===== src/rtl/vms_pkg.sv =====
// rtl/vms_pkg.sv - shared types and constants for the VME strobe master
// Purpose: FSM state encoding and data constants used by vme_strobe_master.
// Ports: none (package).
package vms_pkg;

    typedef enum logic [1:0] {
        IDLE,
        STROBE,
        WAIT,
        RSP
    } vms_state_t;

    localparam int          VMS_DATA_W   = 32;
    localparam logic [31:0] VMS_ERR_DATA = 32'hFFFF_FFFF;

endpackage


===== src/rtl/vms_timeout.sv =====
// rtl/vms_timeout.sv - wait-state counter that flags an abandoned bank access
// Purpose: counts enabled cycles after a clear; o_expired is high on the enabled
//          cycle in which the count has reached TIMEOUT_CYC-1.
// Ports:
//   clk        in  clock
//   rst_n      in  synchronous active-low reset
//   i_clear    in  zero the counter (held during the strobe cycle)
//   i_enable   in  count this cycle (high while waiting for Done)
//   o_expired  out wait budget used up this cycle
module vms_timeout #(
    parameter int TIMEOUT_CYC = 255
) (
    input  logic clk,
    input  logic rst_n,
    input  logic i_clear,
    input  logic i_enable,
    output logic o_expired
);

    localparam int                 CNT_W = $clog2(TIMEOUT_CYC + 1);
    localparam logic [CNT_W-1:0]   LAST  = CNT_W'(TIMEOUT_CYC - 1);

    logic [CNT_W-1:0] r_cnt;
    logic             w_at_last;

    assign w_at_last = (r_cnt == LAST);
    assign o_expired = i_enable & w_at_last;

    // Saturates at LAST so a stalled enable can never wrap back to zero.
    always_ff @(posedge clk) begin
        if (!rst_n) begin
            r_cnt <= '0;
        end else if (i_clear) begin
            r_cnt <= '0;
        end else if (i_enable && !w_at_last) begin
            r_cnt <= r_cnt + 1'b1;
        end
    end

endmodule


===== src/rtl/vme_strobe_master.sv =====
// rtl/vme_strobe_master.sv - host-to-register-bank strobe/done bus master
// Purpose: takes one host request at a time, issues a one-cycle RdMem/WrMem
//          strobe, waits for the matching Done and returns a response.
//          Optional wait-state timeout enabled by defining VMS_TIMEOUT_EN.
// Ports:
//   clk, rst_n                       clock, synchronous active-low reset
//   req_valid/req_ready/req_we/
//   req_addr/req_wdata               host request channel
//   rsp_valid/rsp_ready/rsp_rdata/
//   rsp_err                          host response channel
//   spurious_o/spurious_clr          sticky unexpected-Done flag and its clear
//   VMEAddr/VMEWrData/VMERdMem/
//   VMEWrMem                         bank request side
//   VMERdData/VMERdDone/VMEWrDone    bank completion side
module vme_strobe_master
    import vms_pkg::*;
#(
    parameter int ADDR_W      = 8,
    parameter int TIMEOUT_CYC = 255
) (
    input  logic                  clk,
    input  logic                  rst_n,
    input  logic                  req_valid,
    output logic                  req_ready,
    input  logic                  req_we,
    input  logic [ADDR_W-1:0]     req_addr,
    input  logic [VMS_DATA_W-1:0] req_wdata,
    output logic                  rsp_valid,
    input  logic                  rsp_ready,
    output logic [VMS_DATA_W-1:0] rsp_rdata,
    output logic                  rsp_err,
    output logic                  spurious_o,
    input  logic                  spurious_clr,
    output logic [ADDR_W-1:0]     VMEAddr,
    output logic [VMS_DATA_W-1:0] VMEWrData,
    output logic                  VMERdMem,
    output logic                  VMEWrMem,
    input  logic [VMS_DATA_W-1:0] VMERdData,
    input  logic                  VMERdDone,
    input  logic                  VMEWrDone
);

    vms_state_t            r_state;
    vms_state_t            w_state_nxt;
    logic                  r_we;
    logic [ADDR_W-1:0]     r_addr;
    logic [VMS_DATA_W-1:0] r_wdata;
    logic [VMS_DATA_W-1:0] r_rdata;
    logic                  r_spur;

    logic                  w_accept;
    logic                  w_done_match;
    logic                  w_expired;
    logic                  w_rd_expected;
    logic                  w_wr_expected;
    logic                  w_spur_evt;

    assign w_accept      = (r_state == IDLE) & req_valid;
    assign w_rd_expected = (r_state == WAIT) & ~r_we;
    assign w_wr_expected = (r_state == WAIT) &  r_we;
    assign w_done_match  = (w_rd_expected & VMERdDone) | (w_wr_expected & VMEWrDone);
    // Any Done the current state is not waiting for is ignored and flagged,
    // including the non-matching half of a simultaneous RdDone/WrDone pair.
    assign w_spur_evt    = (VMERdDone & ~w_rd_expected) | (VMEWrDone & ~w_wr_expected);

`ifdef VMS_TIMEOUT_EN
    logic r_err;

    vms_timeout #(
        .TIMEOUT_CYC (TIMEOUT_CYC)
    ) u_timeout (
        .clk       (clk),
        .rst_n     (rst_n),
        .i_clear   (r_state == STROBE),
        .i_enable  (r_state == WAIT),
        .o_expired (w_expired)
    );

    // A Done arriving on the expiry cycle still completes normally.
    always_ff @(posedge clk) begin
        if (!rst_n) begin
            r_err <= 1'b0;
        end else if (w_done_match) begin
            r_err <= 1'b0;
        end else if (w_expired) begin
            r_err <= 1'b1;
        end
    end

    assign rsp_err = r_err;
`else
    logic w_unused_cfg;

    assign w_unused_cfg = (TIMEOUT_CYC > 1) & (&VMS_ERR_DATA);
    assign w_expired    = 1'b0;
    assign rsp_err      = 1'b0;
`endif

    always_ff @(posedge clk) begin
        if (!rst_n) begin
            r_state <= IDLE;
        end else begin
            r_state <= w_state_nxt;
        end
    end

    always_comb begin
        w_state_nxt = r_state;
        unique case (r_state)
            IDLE:    if (req_valid) w_state_nxt = STROBE;
            STROBE:  w_state_nxt = WAIT;
            WAIT:    if (w_done_match || w_expired) w_state_nxt = RSP;
            RSP:     if (rsp_ready) w_state_nxt = IDLE;
            default: w_state_nxt = IDLE;
        endcase
    end

    // Request fields are only reloaded on acceptance, so the bank address and
    // write data hold their last value through IDLE.
    always_ff @(posedge clk) begin
        if (!rst_n) begin
            r_we    <= 1'b0;
            r_addr  <= '0;
            r_wdata <= '0;
        end else if (w_accept) begin
            r_we    <= req_we;
            r_addr  <= req_addr;
            r_wdata <= req_wdata;
        end
    end

    always_ff @(posedge clk) begin
        if (!rst_n) begin
            r_rdata <= '0;
        end else if (w_done_match) begin
            r_rdata <= r_we ? '0 : VMERdData;
        end else if (w_expired) begin
            r_rdata <= VMS_ERR_DATA;
        end
    end

    // Set has priority over clear so no event is lost.
    always_ff @(posedge clk) begin
        if (!rst_n) begin
            r_spur <= 1'b0;
        end else if (w_spur_evt) begin
            r_spur <= 1'b1;
        end else if (spurious_clr) begin
            r_spur <= 1'b0;
        end
    end

    assign req_ready  = (r_state == IDLE);
    assign rsp_valid  = (r_state == RSP);
    assign rsp_rdata  = r_rdata;
    assign spurious_o = r_spur;
    assign VMEAddr    = r_addr;
    assign VMEWrData  = r_wdata;
    assign VMERdMem   = (r_state == STROBE) & ~r_we;
    assign VMEWrMem   = (r_state == STROBE) &  r_we;

endmodule


===== config.mk =====
export PLATFORM = sky130hd
export DESIGN_NAME = vme_strobe_master
export DESIGN_NICKNAME = d
export VERILOG_FILES = /design/src/rtl/vms_pkg.sv /design/src/rtl/vms_timeout.sv /design/src/rtl/vme_strobe_master.sv
export SDC_FILE = /design/constraint.sdc
export NUM_CORES = 1
export LEC_CHECK = 0
export CAP_MARGIN = 10
export CORE_ASPECT_RATIO = 0.8
export CORE_UTILIZATION = 36
export CTS_CLUSTER_DIAMETER = 60
export CTS_CLUSTER_SIZE = 24
export DETAILED_ROUTE_END_ITERATION = 8
export PLACE_DENSITY = 0.76
export SKIP_CTS_REPAIR_TIMING = 1
export SYNTH_ARGS = -nofsm -noshare
export SYNTH_HDL_FRONTEND = slang
export SYNTH_SLANG_ARGS = --single-unit

===== constraint.sdc =====
create_clock -name clk -period 1.42 [get_ports clk]
set_input_delay 0.284 -clock clk [delete_from_list [all_inputs] [get_ports clk]]
set_output_delay 0.284 -clock clk [all_outputs]
set_load 0.02 [all_outputs]

==> results.md, run 1 <==
* Status: complete, but fails checks
* Failing checks: negative setup slack
* Reg power frac at 32.1%
* Min-delay src: rst_n
* Leak Pwr at 3.239 nW
* Skew-Pair Late Insertion Delay at 340 ps
* Sink Count at 76
* CP Cell Sequence: inv_2 -> ha_2 -> nor2b_1 -> buf_4
* Worst setup margin at -61.99 ps
* Layout Utilization at 66.08%
* Crit path buffers/inverters at 2
* Post-DP HPWL at 6192 µm
* Initial antenna violation count at 0
* Max incr delay on CP at 340 ps
* Commonest non-fill, non-tap cell in the layout: nand2_1
* Total of fill cells in the finished design at 722
* Site Rows at 30
* Fin crit period at 1482 ps
* Peak supply drop at 0.0007218 V
* Final worst path period share at 104.4%
* CTS clock-pin slew for the worst setup and hold paths at 80 ps
* GR Overflow Total at 0
* Die X-Extent at 106.9 µm
* R2R Path Start: r_state[1]
* Startpoint Class: flop
* Max Cap Viol at 0
* CP Capture Type: output pin
* Die extent in y at 85.91 µm
* Max Fclk at 674.8 MHz
* Switch share at 33.21%
* Fin nets at 608
* Die area at 9182 µm²
* Syn_nets at 441
* Place WS at -202.8 ps
* Port bufs at 156
* First-pass GRT wire length at 14060 µm
* Multi-input logic area at 1501 µm²
* Clk network pwr share at 24.6%
* Required time of the critical path at 1140 ps
* Final Power at 0.008272 W
* Synth Warn # at 0
* Post-route ant nets at 0
* CTS Buffer Depth at 2
* Area Growth Syn to Fin at 77.73%
* Seq. cell area at 1528 µm²
* PwrDens at 1469 nW/µm²
* Setup violations, final at 3
* Drt pass-1 iters at 4
* Psw at 0.002747 W
* Drt drc at 0
* Logic gate share of total power at 43.3%
* DR iter-0 viols at 99
* Initial core utilization at 37.18%
* Total GRT Usage at 19.36%
* Pins Over Slew Limit at 0
* Ratio of cells with drive above 1 in the final layout at 13.23%
* Worst setup path startpoint: r_state[1]
* Post-Route WL at 9930 µm
* Post-synth cell types at 23
* Seq/Total Area, Yosys at 48.03%
* Crit path max-delay cell type: dfxtp_2
* Pint at 0.005525 W
* Average size of a mapped cell at 8.874 µm²
* CTS tree: built
* Worst Hold Class: input port to flop
* Htree depth at 3
* Number of global-route vias before repair at 3003
* CTS Buf Count at 9
* Largest net degree at the start of global routing at 34
* Routed WL per cell at 15.49 µm
* Syn Inst Count at 357
* Clock root cell: clkbuf_8
* Final clock skew at 7.946 ps
* RSZ-0062 raised after global routing: true
* Cell Area, Synth at 3168 µm²
* Diodes inserted at 0
* Post-placement cell count at 611
* #FFs+latches synth at 76
* Most frequent cells in the layout: nand2_1, clkdlybuf4s50_1, dfxtp_1, dlymetal6s2s_1, a21boi_0
* Critical path arrival at 1200 ps
* CP max FO at 2
* Hold Vio Cnt, Final at 0
* Via Count at 3208
* Vias per cell at 5.005
* I/O pins at 158
* Core ar. at 8521 µm²
* Top delay family on crit path: flip-flops
* WS Path Type: flop to output pin
* Non-filler cells, final at 641
* Final GP Congestion at 0.7201
-- worst paths after layout --
path              slack, ps  cells past startpoint       endpoint
hold / removal          320                      2   rsp_rdata[6]
setup / recovery        -60                      4       VMERdMem
setup reg to reg          0                      7  VMEWrData[17]
hold reg to reg         450                      2  VMEWrData[20]
-- flip-flops by register name, indices dropped and copies added (netlist names) --
signal / flops
spurious_o: 1
r_we: 1
rsp_rdata: 32
r_state: 2
VMEAddr: 8
VMEWrData: 32
-- logic make-up after synthesis --
family / share of synthesized area (%)
buffers and inverters: 5.450
and+or+nand+nor: 20.02
AOI/OAI and AO/OA: 23.46
muxes: 1.343
adders and majority gates: 1.580
DFF: 48.03
other: 0.1184
-- metrics by stage --
| stage | cell area [µm²] | TNS [ps] | hold slack (ps) |
|---|---|---|---|
| after floorplan | 3171 | 0 | 418.9 |
| after global placement | 4937 | -5913 | 441.5 |
| after detailed placement | 4937 | -8463 | 443.9 |
| after CTS | 5187 | -18170 | 299.2 |
| after global routing | 5630 | -477.9 | 313.6 |
| final | 5630 | -151.7 | 320.6 |
-- routing by layer --
metal	GRT usage, %	share of wire, %	vias up
li1	-	-	1557
met3	7.447	8.0	8
met2	33.08	48	126
met4	4.981	0.92	0
met1	22.83	43	1517
met5	0	0	-
-- power groups by stage --
stage | combinational, W | sequential, W | clock, W
4_1_cts | 0.00305 | 0.00266 | 0.00211
6_report | 0.00358 | 0.00266 | 0.00203
5_1_grt | 0.00384 | 0.00270 | 0.00220
3_3_place_gp | 0.00300 | 0.00268 | 0
3_5_place_dp | 0.00304 | 0.00270 | 0
2_1_floorplan | 0.00119 | 0.00307 | 0
-- synthesized netlist by cell type --
cell	n	area [µm²]
nand2_1	85	319.1
dfxtp_1	76	1521
a21boi_0	58	435.4
nand4b_1	32	280.3
o21ai_0	32	160.2
clkbuf_1	24	90.09
a21boi_1	15	112.6
buf_2	9	45.04
ha_1	4	50.05
inv_1	4	15.01
nor2b_1	3	18.77
a21oi_1	2	10.01
and2_1	2	12.51
mux2i_1	2	20.02
a221o_1	1	10.01
buf_1	1	3.750
buf_4	1	7.510
buf_6	1	11.26
conb_1	1	3.750
mux2i_4	1	22.52
nor2_1	1	3.750
o21a_1	1	7.510
o31ai_1	1	7.510
-- final cells by class --
cell class | instances | area share [%]
clock buffers | 12 | 2.756
clock inverters | 4 | 1.689
inverters | 4 | 0.2667
multi-input cells | 241 | 26.67
flip-flops and latches | 76 | 27.13
well taps | 112 | 2.489
repair buffers | 192 | 39.00
No activity file was read; power rests on OpenSTA's default activity.
==> run 2, diff against run 1 <==
--- a/config.mk
+++ b/config.mk
@@ -12,7 +12,6 @@
 export CTS_CLUSTER_SIZE = 24
 export DETAILED_ROUTE_END_ITERATION = 8
 export PLACE_DENSITY = 0.76
-export SKIP_CTS_REPAIR_TIMING = 1
 export SYNTH_ARGS = -nofsm -noshare
 export SYNTH_HDL_FRONTEND = slang
 export SYNTH_SLANG_ARGS = --single-unit
==> results.md, run 2 (synthesis gave the netlist of run 1 again) <==
* CP Capture Type: output pin
* Htree depth at 3
* Required time of the critical path at 1140 ps
* Sink Count at 76
* Clk network pwr share at 25.1%
* Fin crit period at 1436 ps
* I/O pins at 158
* Post-Route WL at 9530 µm
* Hold Vio Cnt, Final at 0
* Setup violations, final at 2
* RR Endpoint: r_state[1]
* Ratio of cells with drive above 1 in the final layout at 12.98%
* Final worst path period share at 101.1%
* Via Count at 3204
* CTS Buf Count at 9
* Routed WL per cell at 14.98 µm
* Max Fclk at 696.2 MHz
* Site Rows at 30
* CTS clock-pin slew for the worst setup and hold paths at 80 ps
* Initial core utilization at 37.18%
* R2R Path Start: r_we
* Min-delay src: rst_n
* Reg power frac at 32.9%
* Diodes inserted at 0
* CP max FO at 2
* GR Overflow Total at 0
* Skew-Pair Late Insertion Delay at 340 ps
* Total GRT Usage at 19.80%
* Layer with the highest usage: met2
* Port bufs at 156
* CTS Buffer Depth at 2
* Met1 Resource Use GR at 23.49%
* Pint at 0.005369 W
* Fin nets at 603
* Core ar. at 8521 µm²
* Peak supply drop at 0.0006615 V
* Total of fill cells in the finished design at 748
* Failing checks: negative setup slack
* Die X-Extent at 106.9 µm
* Final GP Congestion at 0.7201
* Final clock skew at 6.043 ps
* Worst setup margin at -16.29 ps
* Met2 Use GR at 33.26%
* Final hold slack at 321.7 ps
* Met3 Resource Use GR at 7.599%
* Vias per cell at 5.038
* Most frequent cells in the layout: nand2_1, clkdlybuf4s50_1, dfxtp_1, dlygate4sd2_1, a21boi_1
* Number of global-route vias before repair at 3062
* Drt drc at 0
* Crit path max-delay cell type: dfxtp_2
* Leak Pwr at 2.289 nW
* Die area at 9182 µm²
* Post-route ant nets at 0
* Max Cap Viol at 0
* Final Power at 0.008121 W
* Switch share at 33.89%
* Worst Hold Class: input port to flop
* Status: complete, but fails checks
* Post-DP HPWL at 6192 µm
* Startpoint Class: flop
* DR iter-0 viols at 109
* Max incr delay on CP at 340 ps
* First-pass GRT wire length at 14340 µm
* Logic gate share of total power at 42.0%
* Hold depth at 2
* Psw at 0.002752 W
* Initial antenna violation count at 0
* Pins Over Slew Limit at 0
* Critical path arrival at 1150 ps
* WS Path Type: flop to output pin
* Commonest non-fill, non-tap cell in the layout: nand2_1
* CP Cell Sequence: inv_2 -> ha_4 -> nor2b_1 -> buf_4
* Reg2reg setup slack at 0 ps
* Reg2Reg Depth at 5
* Drt pass-1 iters at 5
* Largest net degree at the start of global routing at 34
* CTS tree: built
* PwrDens at 1517 nW/µm²
* Die extent in y at 85.91 µm
* RSZ-0062 raised after global routing: true
* Area Growth Syn to Fin at 69.00%
* Clock root cell: clkbuf_8
* Hold Path End: rsp_rdata[4]
## run 2: final cells by class
cell class,instances,area (µm²),area share (%)
multi-input combinational,241,1538,28.72
sequential,76,1530,28.58
tap,112,140.1,2.617
clock inverter,4,95.09,1.776
inverter,4,15.01,0.2804
timing repair buffer,187,1881,35.12
clock buffer,12,155.1,2.898
## run 2: critical path: cells and delay by family, from the launching register on
kind                       cells  cell delay (ps)
buffers and inverters          2              200
adders and majority gates      1              160
and+or+nand+nor                1              120
DFF                            1              340
## run 2: per-stage QoR
| stage | std cells | setup TNS (ps) | cell area (µm²) | worst slack, ps | utilization, % |
|---|---|---|---|---|---|
| finish | 636 | -18.94 | 5354 | -16.29 | 62.83 |
| floorplan | 357 | 0 | 3171 | 42.48 | - |
| detailed placement | 611 | -8463 | 4937 | -202.8 | 57.94 |
| CTS | 628 | -164.5 | 5134 | -84.86 | 60.25 |
| global placement | 611 | -5913 | 4937 | -144.3 | 57.94 |
| global route | 636 | -1633 | 5354 | -85.23 | 62.83 |
## run 2: routing by layer
metal,up-vias,routed length (µm)
met5,-,0
met4,0,103
met3,8,811
met2,144,4580
met1,1504,4034
li1,1548,-
## run 2: what timing repair did
| action | in CTS | in global routing |
|---|---|---|
| cloned | 1 | 6 |
| hold buffers | 0 | 0 |
| setup buffers | 0 | 2 |
| pin swaps | 0 | 4 |
| endpoints found under the hold margin | 0 | 0 |
| endpoints found under the setup margin | 141 | 62 |
| gates resized for setup | 106 | 66 |
## run 2: worst max-delay path by stage
stage,end,slack (ps),depth (start not counted),from
3_5_place_dp,rsp_rdata[7],-200,5,VMERdDone
4_1_cts,VMEWrMem,-80,4,r_state[1]
5_1_grt,VMEWrData[21],-90,7,r_state[0]
3_3_place_gp,VMERdMem,-140,4,r_state[1]
2_1_floorplan,VMEAddr[0],40,7,r_state[0]
6_report,VMERdMem,-20,4,r_state[1]
## run 2: power by group through the flow
stage	Combinational (W)	Clock, W	Sequential, W
6_report	0.00341	0.00204	0.00267
2_1_floorplan	0.00119	0	0.00307
3_3_place_gp	0.00300	0	0.00268
5_1_grt	0.00368	0.00221	0.00271
3_5_place_dp	0.00304	0	0.00270
4_1_cts	0.00293	0.00211	0.00265
==> run 3, diff against run 2 <==
--- a/config.mk
+++ b/config.mk
@@ -7,6 +7,7 @@
 export LEC_CHECK = 0
 export CAP_MARGIN = 10
 export CORE_ASPECT_RATIO = 0.8
+export CORE_MARGIN = 2
 export CORE_UTILIZATION = 36
 export CTS_CLUSTER_DIAMETER = 60
 export CTS_CLUSTER_SIZE = 24
==> results.md, run 3 (synthesis gave the netlist of run 1 again) <==
* Drt pass-1 iters at 4
* CP max FO at 2
* Final GP Congestion at 0.7253
* Sink Count at 76
* Psw at 0.002790 W
* Total GRT Usage at 19.77%
* Failing checks: negative setup slack
* Vias per cell at 4.994
* Hold Vio Cnt, Final at 0
* Port bufs at 156
* Post-placement cell count at 611
* Commonest non-fill, non-tap cell in the layout: nand2_1
* Non-filler cells, final at 636
* DR iter-0 viols at 172
* Area Growth Syn to Fin at 69.71%
* Startpoint Class: flop
* Diodes inserted at 0
* CP Capture Type: output pin
* Leak Pwr at 2.280 nW
* CTS tree: built
* Post-DP HPWL at 6439 µm
* Skew-Pair Late Insertion Delay at 350 ps
* Status: complete, but fails checks
* Post-Route WL at 9884 µm
* Largest net degree at the start of global routing at 78
* Drt drc at 0
* Clock root cell: clkbuf_8
* Critical path arrival at 1160 ps
* Die extent in y at 87.91 µm
* CTS clock-pin slew for the worst setup and hold paths at 80 ps
* Via Count at 3176
* First-pass GRT wire length at 14970 µm
* Max Cap Viol at 0
* Switch share at 34.28%
* Final instance area at 5376 µm²
* Pint at 0.005350 W
* Worst setup margin at -20.11 ps
* Reg2reg setup slack at 30 ps
* Clk network pwr share at 24.4%
* WS Path Type: flop to output pin
* Max Fclk at 694.4 MHz
* Htree depth at 3
* Fin nets at 604
* Die X-Extent at 108.9 µm
* Final worst path period share at 101.4%
* Final Power at 0.008140 W
* Post-route ant nets at 0
* Number of global-route vias before repair at 3205
* Cell Area, Placed at 4925 µm²
* Worst Hold Class: input port to flop
* Die area at 9571 µm²
* Reg power frac at 32.9%
* Required time of the critical path at 1140 ps
* Fin crit period at 1440 ps
* Routed WL per cell at 15.54 µm
* Final hold slack at 426.9 ps
* CTS Buffer Depth at 2
* Logic gate share of total power at 42.7%
* Pins Over Slew Limit at 0
* Site Rows at 30
* I/O pins at 158
* Initial antenna violation count at 0
* GR Overflow Total at 0
* Core ar. at 8521 µm²
* Peak supply drop at 0.0006960 V
* Final clock skew at 8.442 ps
* Setup violations, final at 2
* Place WS at -178.3 ps
* Most frequent cells in the layout: nand2_1, clkdlybuf4s50_1, dfxtp_1, dlygate4sd2_1, a21boi_1
* PwrDens at 1514 nW/µm²
* CTS Buf Count at 9
* Ratio of cells with drive above 1 in the final layout at 12.98%
* RSZ-0062 raised after global routing: true
* Initial core utilization at 37.18%
-- run 3: cell types whose count changed in the layout (fill, tap and decap cells not counted), sizes merged --
| cell | delta |
|---|---|
| buf | +1 |
| clkbuf | -1 |
| clkinv | -1 |
| clkinvlp | +1 |
-- run 3: routing by layer --
| layer | global-route usage [%] | routed length (µm) | share of wire, % | vias to the layer above |
|---|---|---|---|---|
| met1 | 24.46 | 4318 | 44 | 1481 |
| met3 | 6.399 | 790 | 8.0 | 16 |
| met5 | 0 | 0 | 0 | - |
| met2 | 32.52 | 4610 | 47 | 135 |
| met4 | 6.876 | 164 | 1.7 | 0 |
| li1 | - | - | - | 1544 |
-- run 3: path summary, 6_finish.rpt --
| path | from | end | cells past startpoint |
|---|---|---|---|
| max | r_state[1] | VMEWrMem | 4 |
| min | rst_n | spurious_o | 3 |
| max reg2reg | r_we | r_state[0] | 5 |
| min reg2reg | VMEAddr[6] | VMEAddr[6] | 2 |
-- run 3: repair_timing --
item | CTS | global route
hold buffers | 0 | 0
buffers inserted | 0 | 4
pin swaps | 0 | 6
gates cloned | 1 | 5
endpoints found under the setup margin | 148 | 79
gates resized for setup | 108 | 55
-- run 3: area by class of cell --
| class | count | area [µm²] |
|---|---|---|
| Clock inverter | 4 | 97.59 |
| Sequential cell | 76 | 1530 |
| Inverter | 4 | 20.02 |
| Tap cell | 112 | 140.1 |
| Multi-Input combinational cell | 241 | 1545 |
| Fill cell | 756 | 3144 |
| Timing Repair Buffer | 188 | 1902 |
| Clock buffer | 11 | 141.4 |
-- run 3: worst max-delay path, cell delays in order, from the launching register on --
cell	delay (ps)
dfxtp_2	360
inv_4	50
ha_4	160
and2_4	130
buf_6	120
-- run 3: per-stage QoR --
step	utilization [%]	setup TNS [ps]
global route	63.10	-223.8
global placement	57.80	-6851
detailed placement	57.80	-8955
CTS	60.07	-127.9
floorplan	-	0
finish	63.10	-25.38
-- run 3: power groups by stage --
stage	Sequential (W)	Clock, W	Combinational (W)
2_1_floorplan	0.00307	0	0.00119
3_3_place_gp	0.00268	0	0.00303
3_5_place_dp	0.00270	0	0.00309
4_1_cts	0.00266	0.00204	0.00301
5_1_grt	0.00271	0.00213	0.00376
6_report	0.00267	0.00199	0.00348
